--- src/rtl/debug_pkg.sv ---
// Shared debug-stream helpers: ASCII constants, the line-framing FSM encoding and a
// round-robin priority select reused by the debug arbiters.
package debug_pkg;

   localparam int MAX_CH = 16;

   localparam logic [7:0] CHAR_COLON = 8'h3A;
   localparam logic [7:0] CHAR_CR    = 8'h0D;
   localparam logic [7:0] CHAR_LF    = 8'h0A;
   localparam logic [7:0] CHAR_ZERO  = 8'h30;
   localparam logic [7:0] CHAR_A     = 8'h41;

   typedef enum logic [2:0] {IDLE, TAG, COLON, DIGITS, CR, LF} state_t;

   // First set bit strictly after ptr, wrapping within n channels; 0 when none is set.
   function automatic logic [3:0] rr_select(input logic [MAX_CH-1:0] req,
                                            input logic [3:0]        ptr,
                                            input int unsigned       n);
      logic [3:0] g;
      logic       found;
      logic [3:0] idx;
      g     = '0;
      found = 1'b0;
      for (int unsigned i = 1; i <= MAX_CH; i++) begin
         idx = 4'((32'(ptr) + i) % n);
         if (i <= n && !found && req[idx]) begin
            g     = idx;
            found = 1'b1;
         end
      end
      return g;
   endfunction

endpackage

--- src/rtl/ascii_hex_generator.sv ---
// Serialises a captured value into ASCII hex digits, most significant nibble first,
// advancing one digit per next_digit pulse.
module ascii_hex_generator
   import debug_pkg::*;
#(
   parameter int NumDigits = 4
) (
   input  logic                   clk,
   input  logic                   reset,
   input  logic                   convert,
   input  logic [4*NumDigits-1:0] value,
   input  logic                   next_digit,
   output logic [7:0]             ascii_digit,
   output logic                   digit_valid
);

   logic [4*NumDigits-1:0] shift_reg;
   logic [7:0]             remaining;
   logic [3:0]             nibble;

   always_ff @(posedge clk or posedge reset) begin
      if (reset) begin
         remaining <= '0;
      end else if (convert) begin
         remaining <= 8'(NumDigits);
      end else if (next_digit && remaining != 8'd0) begin
         remaining <= remaining - 8'd1;
      end
   end

   always_ff @(posedge clk) begin
      if (convert) begin
         shift_reg <= value;
      end else if (next_digit) begin
         shift_reg <= shift_reg << 4;
      end
   end

   assign nibble      = shift_reg[4*NumDigits-1 -: 4];
   assign digit_valid = (remaining != 8'd0);

   always_comb begin
      if (nibble < 4'd10) begin
         ascii_digit = CHAR_ZERO + {4'b0, nibble};
      end else begin
         ascii_digit = CHAR_A + ({4'b0, nibble} - 8'd10);
      end
   end

endmodule

--- src/rtl/hex_report_scheduler.sv ---
// Round-robin arbiter that shares one hex generator between requesters and frames
// each captured value as "<tag>:<hex digits>\r\n" on a valid/ready byte stream.
module hex_report_scheduler
   import debug_pkg::*;
#(
   parameter int NumChannels = 4,
   parameter int NumDigits   = 4
) (
   input  logic                               clk,
   input  logic                               reset,
   input  logic [NumChannels-1:0]             req,
   input  logic [NumChannels*4*NumDigits-1:0] value,
   output logic [NumChannels-1:0]             ack,
   output logic                               busy,
   output logic [7:0]                         tx_data,
   output logic                               tx_valid,
   input  logic                               tx_ready
);

   localparam int VW = 4 * NumDigits;

   state_t            state, state_nxt;
   logic [3:0]        ptr;
   logic [3:0]        grant;
   logic [7:0]        tag;
   logic [7:0]        dcnt;
   logic [MAX_CH-1:0] req_pad;
   logic              grant_now;
   logic              hs;
   logic              convert;
   logic              next_digit;
   logic [VW-1:0]     sel_value;
   logic [7:0]        ascii_digit;
   logic              digit_valid;

   assign req_pad   = MAX_CH'(req);
   assign grant     = rr_select(req_pad, ptr, NumChannels);
   assign grant_now = (state == IDLE) && (|req) && !reset;
   assign hs        = tx_valid && tx_ready;

   always_ff @(posedge clk or posedge reset) begin
      if (reset) begin
         state <= IDLE;
      end else begin
         state <= state_nxt;
      end
   end

   always_comb begin
      state_nxt = state;
      unique case (state)
         IDLE:    if (grant_now) state_nxt = TAG;
         TAG:     if (hs) state_nxt = COLON;
         COLON:   if (hs) state_nxt = DIGITS;
         DIGITS:  if (hs && dcnt == 8'd0) state_nxt = CR;
         CR:      if (hs) state_nxt = LF;
         LF:      if (hs) state_nxt = IDLE;
         default: state_nxt = IDLE;
      endcase
   end

   always_comb begin
      tx_valid   = (state != IDLE);
      busy       = (state != IDLE);
      convert    = grant_now;
      next_digit = (state == DIGITS) && hs;
      tx_data    = 8'h00;
      unique case (state)
         TAG:     tx_data = tag;
         COLON:   tx_data = CHAR_COLON;
         DIGITS:  tx_data = ascii_digit;
         CR:      tx_data = CHAR_CR;
         LF:      tx_data = CHAR_LF;
         default: tx_data = 8'h00;
      endcase
      ack       = '0;
      sel_value = '0;
      for (int c = 0; c < NumChannels; c++) begin
         ack[c] = grant_now && (grant == 4'(c));
         if (grant == 4'(c)) sel_value = value[c*VW +: VW];
      end
   end

   // Pointer and digit counter move only at grant and on digit handshakes.
   always_ff @(posedge clk or posedge reset) begin
      if (reset) begin
         ptr  <= 4'(NumChannels - 1);
         dcnt <= '0;
      end else if (grant_now) begin
         ptr  <= grant;
         dcnt <= 8'(NumDigits - 1);
      end else if (next_digit && dcnt != 8'd0) begin
         dcnt <= dcnt - 8'd1;
      end
   end

   always_ff @(posedge clk) begin
      if (grant_now) tag <= CHAR_ZERO + 8'(grant);
   end

   ascii_hex_generator #(.NumDigits(NumDigits)) hex_gen_0 (
      .clk         (clk),
      .reset       (reset),
      .convert     (convert),
      .value       (sel_value),
      .next_digit  (next_digit),
      .ascii_digit (ascii_digit),
      .digit_valid (digit_valid)
   );

   digits_valid_a: assert property (@(posedge clk) disable iff (reset)
      (state == DIGITS) |-> digit_valid);

endmodule

--- config.mk ---
export PLATFORM = sky130hd
export DESIGN_NAME = hex_report_scheduler
export DESIGN_NICKNAME = d
export VERILOG_FILES = /design/src/rtl/debug_pkg.sv /design/src/rtl/ascii_hex_generator.sv /design/src/rtl/hex_report_scheduler.sv
export SDC_FILE = /design/constraint.sdc
export NUM_CORES = 1
export LEC_CHECK = 0
export CAP_MARGIN = 5
export CORE_ASPECT_RATIO = 0.7
export CORE_MARGIN = 3
export CORE_UTILIZATION = 45
export CTS_CLUSTER_SIZE = 20
export DETAILED_ROUTE_END_ITERATION = 8
export PLACE_DENSITY = 0.79
export SLEW_MARGIN = 30
export SYNTH_ARGS = -nofsm -noshare
export SYNTH_HDL_FRONTEND = slang
export SYNTH_HIERARCHICAL = 1
export SYNTH_SLANG_ARGS = --single-unit
--- constraint.sdc ---
create_clock -name clk -period 2.51 [get_ports clk]
set_input_delay 0.753 -clock clk [delete_from_list [all_inputs] [get_ports clk]]
set_output_delay 0.753 -clock clk [all_outputs]
set_load 0.01 [all_outputs]
* Word level (Yosys, flattened, before mapping)
Cells that the tools add are included.
** Word-level totals
- Output and inout bits :: 14
- Memory bits (writable) :: 0
- Bits in registers :: 37
- Memories kept :: 0
- Bits in latches :: 0
- Input port bits :: 71
- ROM bits :: 0
- Logic and storage cells :: 91
** Cells by class
- Multipliers :: 0
- Reduce and logical (&&, ||, !) cells :: 26
- $add $sub $neg :: 9
- Magnitude comparators :: 5
- Bitwise gates (word level) :: 0
- Divide/modulo/power cells :: 0
- Equality and inequality tests :: 14
- Muxes and demuxes :: 32
- Shifts and indexed selects :: 0
** Operator list (number)
- 2-to-1 mux 16 bit :: 6
- one-hot mux 8 bit (5 select lines) :: 1
- 2-to-1 mux 8 bit :: 3
- less-than comparator 2 x 5 -> 1 bit, second input constant :: 4
- 2-to-1 mux 3 bit :: 6
- one-hot mux 3 bit (6 select lines) :: 1
- adder 6 x 4 -> 7 bit, first input constant :: 2
- logical AND 1 bit :: 13
- inequality test 2 bit, second input constant :: 6
- adder 7 x 8 -> 8 bit, first input constant :: 1
- binary-select mux 1 bit (select 2 bit) :: 4
- equality test 4 x 2 -> 1 bit, second input constant :: 2
- logical NOT 8 bit :: 1
- 2-to-1 mux 2 bit :: 4
- nonzero test 8 bit :: 1
- subtractor 8 x 1 -> 8 bit, second input constant :: 1
- 2-to-1 mux 1 bit :: 7
- equality test 3 x 2 -> 1 bit, second input constant :: 2
- equality test 3 bit, second input constant :: 2
- AND reduction 6 bit :: 1
- subtractor 4 x 4 -> 5 bit, second input constant :: 1
- adder 2 x 1 -> 2 bit, second input constant :: 2
- adder 2 bit, second input constant :: 2
- equality test 4 x 1 -> 1 bit, second input constant :: 1
- other kinds (8) :: 12

* Depth between registers and ports, before layout
- Depth in word-level cells :: 19
- Depth in mapped cells :: 11
- Mapped depth without buffers :: 10

* Cells and area by module
Netlist, hierarchy kept.
** By module, submodules not included
- hex_report_scheduler :: instances 1, cells an instance 210, seq. area each 387.9 µm², area an instance 1456.4 µm²
- ascii_hex_generator :: instances 1, cells an instance 111, seq. area each 680.7 µm², area an instance 1317.5 µm²

* Worst setup path after synthesis
Ideal clock, no wire load.
- Path kind :: input to output
- Start point :: input port req[2]
- End point :: output port ack[1]
- Path buffers :: 2
- Setup slack :: -4 ps
- Arrival :: 1761 ps
- Stages :: 6
- Data required time :: 1757 ps
- Cells stage by stage :: nand2b_1 > a21o_1 > and3_1 > buf_6 > buf_2 > nor3_1
** Between the ends
- Longest elaborated chain between the ends :: 14
- Elaborated cells on any way between the ends :: 26
- Those cells by class :: eq/ne: 1; mux: 15; reduce/logical: 10
** Ends and longest elaborated chain
- start: declaration :: RTL line hex_report_scheduler.sv:11 : input logic [NumChannels-1:0] req,
- binary-select mux 1 bit (select 2 bit) :: RTL line debug_pkg.sv:26 : if (i <= n && !found && req[idx]) begin
- 2-to-1 mux 1 bit (not written as such) :: RTL line debug_pkg.sv:26
- 2-to-1 mux 1 bit :: RTL line debug_pkg.sv:26
- logical NOT 1 bit :: RTL line debug_pkg.sv:26
- logical AND 1 bit :: RTL line debug_pkg.sv:26
- 2-to-1 mux 1 bit :: RTL line debug_pkg.sv:26
- logical NOT 1 bit :: RTL line debug_pkg.sv:26
- logical AND 1 bit :: RTL line debug_pkg.sv:26
- 2-to-1 mux 1 bit :: RTL line debug_pkg.sv:26
- logical NOT 1 bit :: RTL line debug_pkg.sv:26
- logical AND 1 bit :: RTL line debug_pkg.sv:26
- 2-to-1 mux 2 bit :: RTL line debug_pkg.sv:26
- equality test 4 x 1 -> 1 bit :: RTL line hex_report_scheduler.sv:79 : ack[c] = grant_now && (grant == 4'(c));
- logical AND 1 bit (*) :: RTL line hex_report_scheduler.sv:79
- end: declaration :: RTL line hex_report_scheduler.sv:13 : output logic [NumChannels-1:0] ack,
Every way passes the cells marked *; elsewhere a longest branch is shown, timed or not. The select of a mux whose other input is x is not followed.

* Worst setup path after layout
- Start point :: register hex_gen_0.shift_reg[14]
- End point :: output port tx_data[4]
** Between the ends
- Longest elaborated chain between the ends :: 4
- Elaborated cells on any way between the ends :: 6
- Those cells by class :: add/sub: 3; order compare: 1; mux: 2
** Ends and longest elaborated chain
- start: declaration :: RTL line ascii_hex_generator.sv:17 : logic [4*NumDigits-1:0] shift_reg;
- start signal: assignment :: RTL line ascii_hex_generator.sv:33 : shift_reg <= value;
- start signal: assignment :: RTL line ascii_hex_generator.sv:35 : shift_reg <= shift_reg << 4;
- subtractor 4 x 4 -> 5 bit :: RTL line ascii_hex_generator.sv:46 : ascii_digit = CHAR_A + ({4'b0, nibble} - 8'd10);
- adder 7 x 8 -> 8 bit :: RTL line ascii_hex_generator.sv:46
- 2-to-1 mux 8 bit (*) :: RTL line ascii_hex_generator.sv:43 : if (nibble < 4'd10) begin
- named net ascii_digit[4] :: RTL line hex_report_scheduler.sv:33 : logic [7:0] ascii_digit;
- one-hot mux 8 bit (5 select lines) (*) :: RTL line hex_report_scheduler.sv:68 : unique case (state)
- end: declaration :: RTL line hex_report_scheduler.sv:15 : output logic [7:0] tx_data,
Mark *: on every way through the listed nets, which the timed path passes. The rest lies on a longest branch.

==> results by group <==
Power
  – Max VDD drop: 486 uV
  – Leakage: 1.44 nW
  – Total power: 0.00335 W
  – PD cells: 970 nW/um^2

Layout
  – N_diodes: 0
  – Synthesis-to-layout area growth: 49.3%
  – Final core occ: 0.710
  – Cell area after layout: 3450 sq um
  – Fill cells: 368
  – Storage cell area: 868 sq um
  – Area taken by multi-input logic gates: 1380 sq um
  – Layout cells sized above 1: 0.242
  – Layout Nets: about 450
  – Flip-flop count of the largest register after layout: 16

Timing
  – Setup TNS: -0.180 ns
  – RSZ-0062 raised after global routing: yes
  – F_max: slightly below 400 MHz
  – Final Hold Viols: 0
  – Setup WS post-layout: -0.0806 ns
  – Min cycle time layout: between 2 and 3 ns
  – Setup Skew: 0.00704 ns
  – Final period util: 1.03
  – Slew Limit Fails: 0
  – Final setup fails: 3

Routing
  – Antenna viol nets, final: 0
  – Drt wl/cell: 13.3 um
  – Drt pass-1 iters: 4
  – Initial DRC Count: 78
  – Routed WL: 5880 um
  – Vias: 2251
  – Vias/cell: 5.10
  – Residual DRC count: 0

Synthesis
  – Syn. warnings: 6
  – Mapped Cells: about 270
  – Cell Area, Synth: 2310 sq um
  – Syn nets: between 300 and 400
  – Syn Area/Cell: 8.44 sq um

Clock network
  – CTS Buffer Depth: 2
  – Clock sinks: 31
  – TritonCTS clock tree: built
  – Root buf cell: clkbuf_8
  – Clk_lat worst skew: 0.28 ns
  – Hold-fix buffers, CTS: 0
  – CTS Buf Count: 5
  – CTS H-tree depth: 2
  – CTS clk-pin slew, worst paths: 0.07 ns

Placement
  – Dpl ws: -0.881 ns
  – Placed inst area: 3260 sq um
  – Final Wtd Congestion: 0.885
  – I/O Buffers: 83
  – Hpwl dp: 4380 um

Critical path
  – Critical-path maximum fanout: 3
  – Crit path capture type: output pin
  – Critical path type: register to output pin
  – Critical Path AT: between 1.5 and 2 ns
  – CP Data Required Time: ~1.8 ns
  – Startpoint Class: register

Floorplan
  – DIE HEIGHT: 66.0 um
  – Std cell rows: 21
  – Die W: 91.7 um
  – I/O pin cnt: 85
  – Die footprint: 6050 sq um
  – Core area: 4860 sq um
  – Initial Utilization: 0.476

Hold path
  – Hold Crit Class: register to register

Global routing
  – Largest net degree at the start of global routing: 34
  – Initial antenna violation count: 0
  – Gr ovfl total: 0
  – Vias in the first global route: about 2.0k
  – Total Routing Usage GR: 0.193
  – Global-route wire length before repair: 9330 um

Run status
  – Status: finished with violations
  – Violated checks: negative setup slack

Run
  – Max Cap Violations: 0
-- where the power goes --
part / total, W / internal [W] / switching, W
Clock: 0.000371 / 0.000194 / 0.000177
Combinational: 0.00204 / 0.000954 / 0.00109
Sequential: 0.000938 / 0.000801 / 0.000137
-- final timing paths --
check                                        start                       to  slack [ns]  depth (start not counted)
max                        hex_gen_0/shift_reg[14]               tx_data[4]       -0.08                          9
min                                         ptr[0]                   ptr[0]        0.52                          2
max reg2reg                                 ptr[0]  hex_gen_0/shift_reg[14]        0.20                          9
min reg2reg                                 ptr[0]                   ptr[0]        0.52                          2
max in group asynchronous                    reset                   ptr[0]        1.49                          2
min in group asynchronous                    reset                  dcnt[4]        0.67                          2
-- per-stage QoR --
stage / cells / hold slack, ns
6_report: 441 / 0.525
5_1_grt: 441 / 0.536
4_1_cts: 439 / 0.513
3_5_place_dp: 427 / 0.497
3_3_place_gp: 427 / 0.481
2_1_floorplan: 274 / 0.464
-- critical path: stages, from the launching register on --
cell and delay [ns]:
edfxtp_1 0.42, inv_2 0.10, ha_4 0.12, inv_2 0.04, ha_4 0.27, nand3b_1 0.11, xor2_1 0.14, nand2_1 0.06
o21a_1 0.16, buf_2 0.13
-- cell usage in the layout, fill, tap and decap left out, drive strengths merged, types with 3 or more instances in the layout --
cell and count:
a21oi 20, a32oi 16, and2 7, buf 43, clkbuf 7, clkdlybuf4s50 67, dfrtp 11, edfxtp 18
ha 6, inv 11, mux2 12, nand2 64, nand2b 7, nand3 6, nand4b 3, nor2 18
nor2b 3, nor3 6, o21ai 15, o22ai 3, xor2 7
-- metal layers --
| metal | part of all wire | global-route usage | wire, um |
|---|---|---|---|
| met5 | 0 | 0 | 0 |
| met4 | 0.0024 | 0.0463 | 14 |
| met3 | 0.052 | 0.0421 | 304 |
| met2 | 0.46 | 0.303 | 2730 |
| met1 | 0.48 | 0.272 | 2830 |
-- cell type report --
cell class | count | area share
multi-input combinational | 210 | 0.400
sequential | 31 | 0.251
tap | 69 | 0.0250
timing repair buffer | 111 | 0.285
clock buffer | 7 | 0.0221
inverter | 12 | 0.0145
clock inverter | 1 | 0.00145
-- repair_timing --
item	in CTS	in global routing
pin swaps	12	10
setup buffers	4	3
endpoints found under the hold margin	0	0
gates resized for setup	86	12
gates cloned	0	0
setup endpoints to repair	43	12
(Power assumes the default switching activity.)
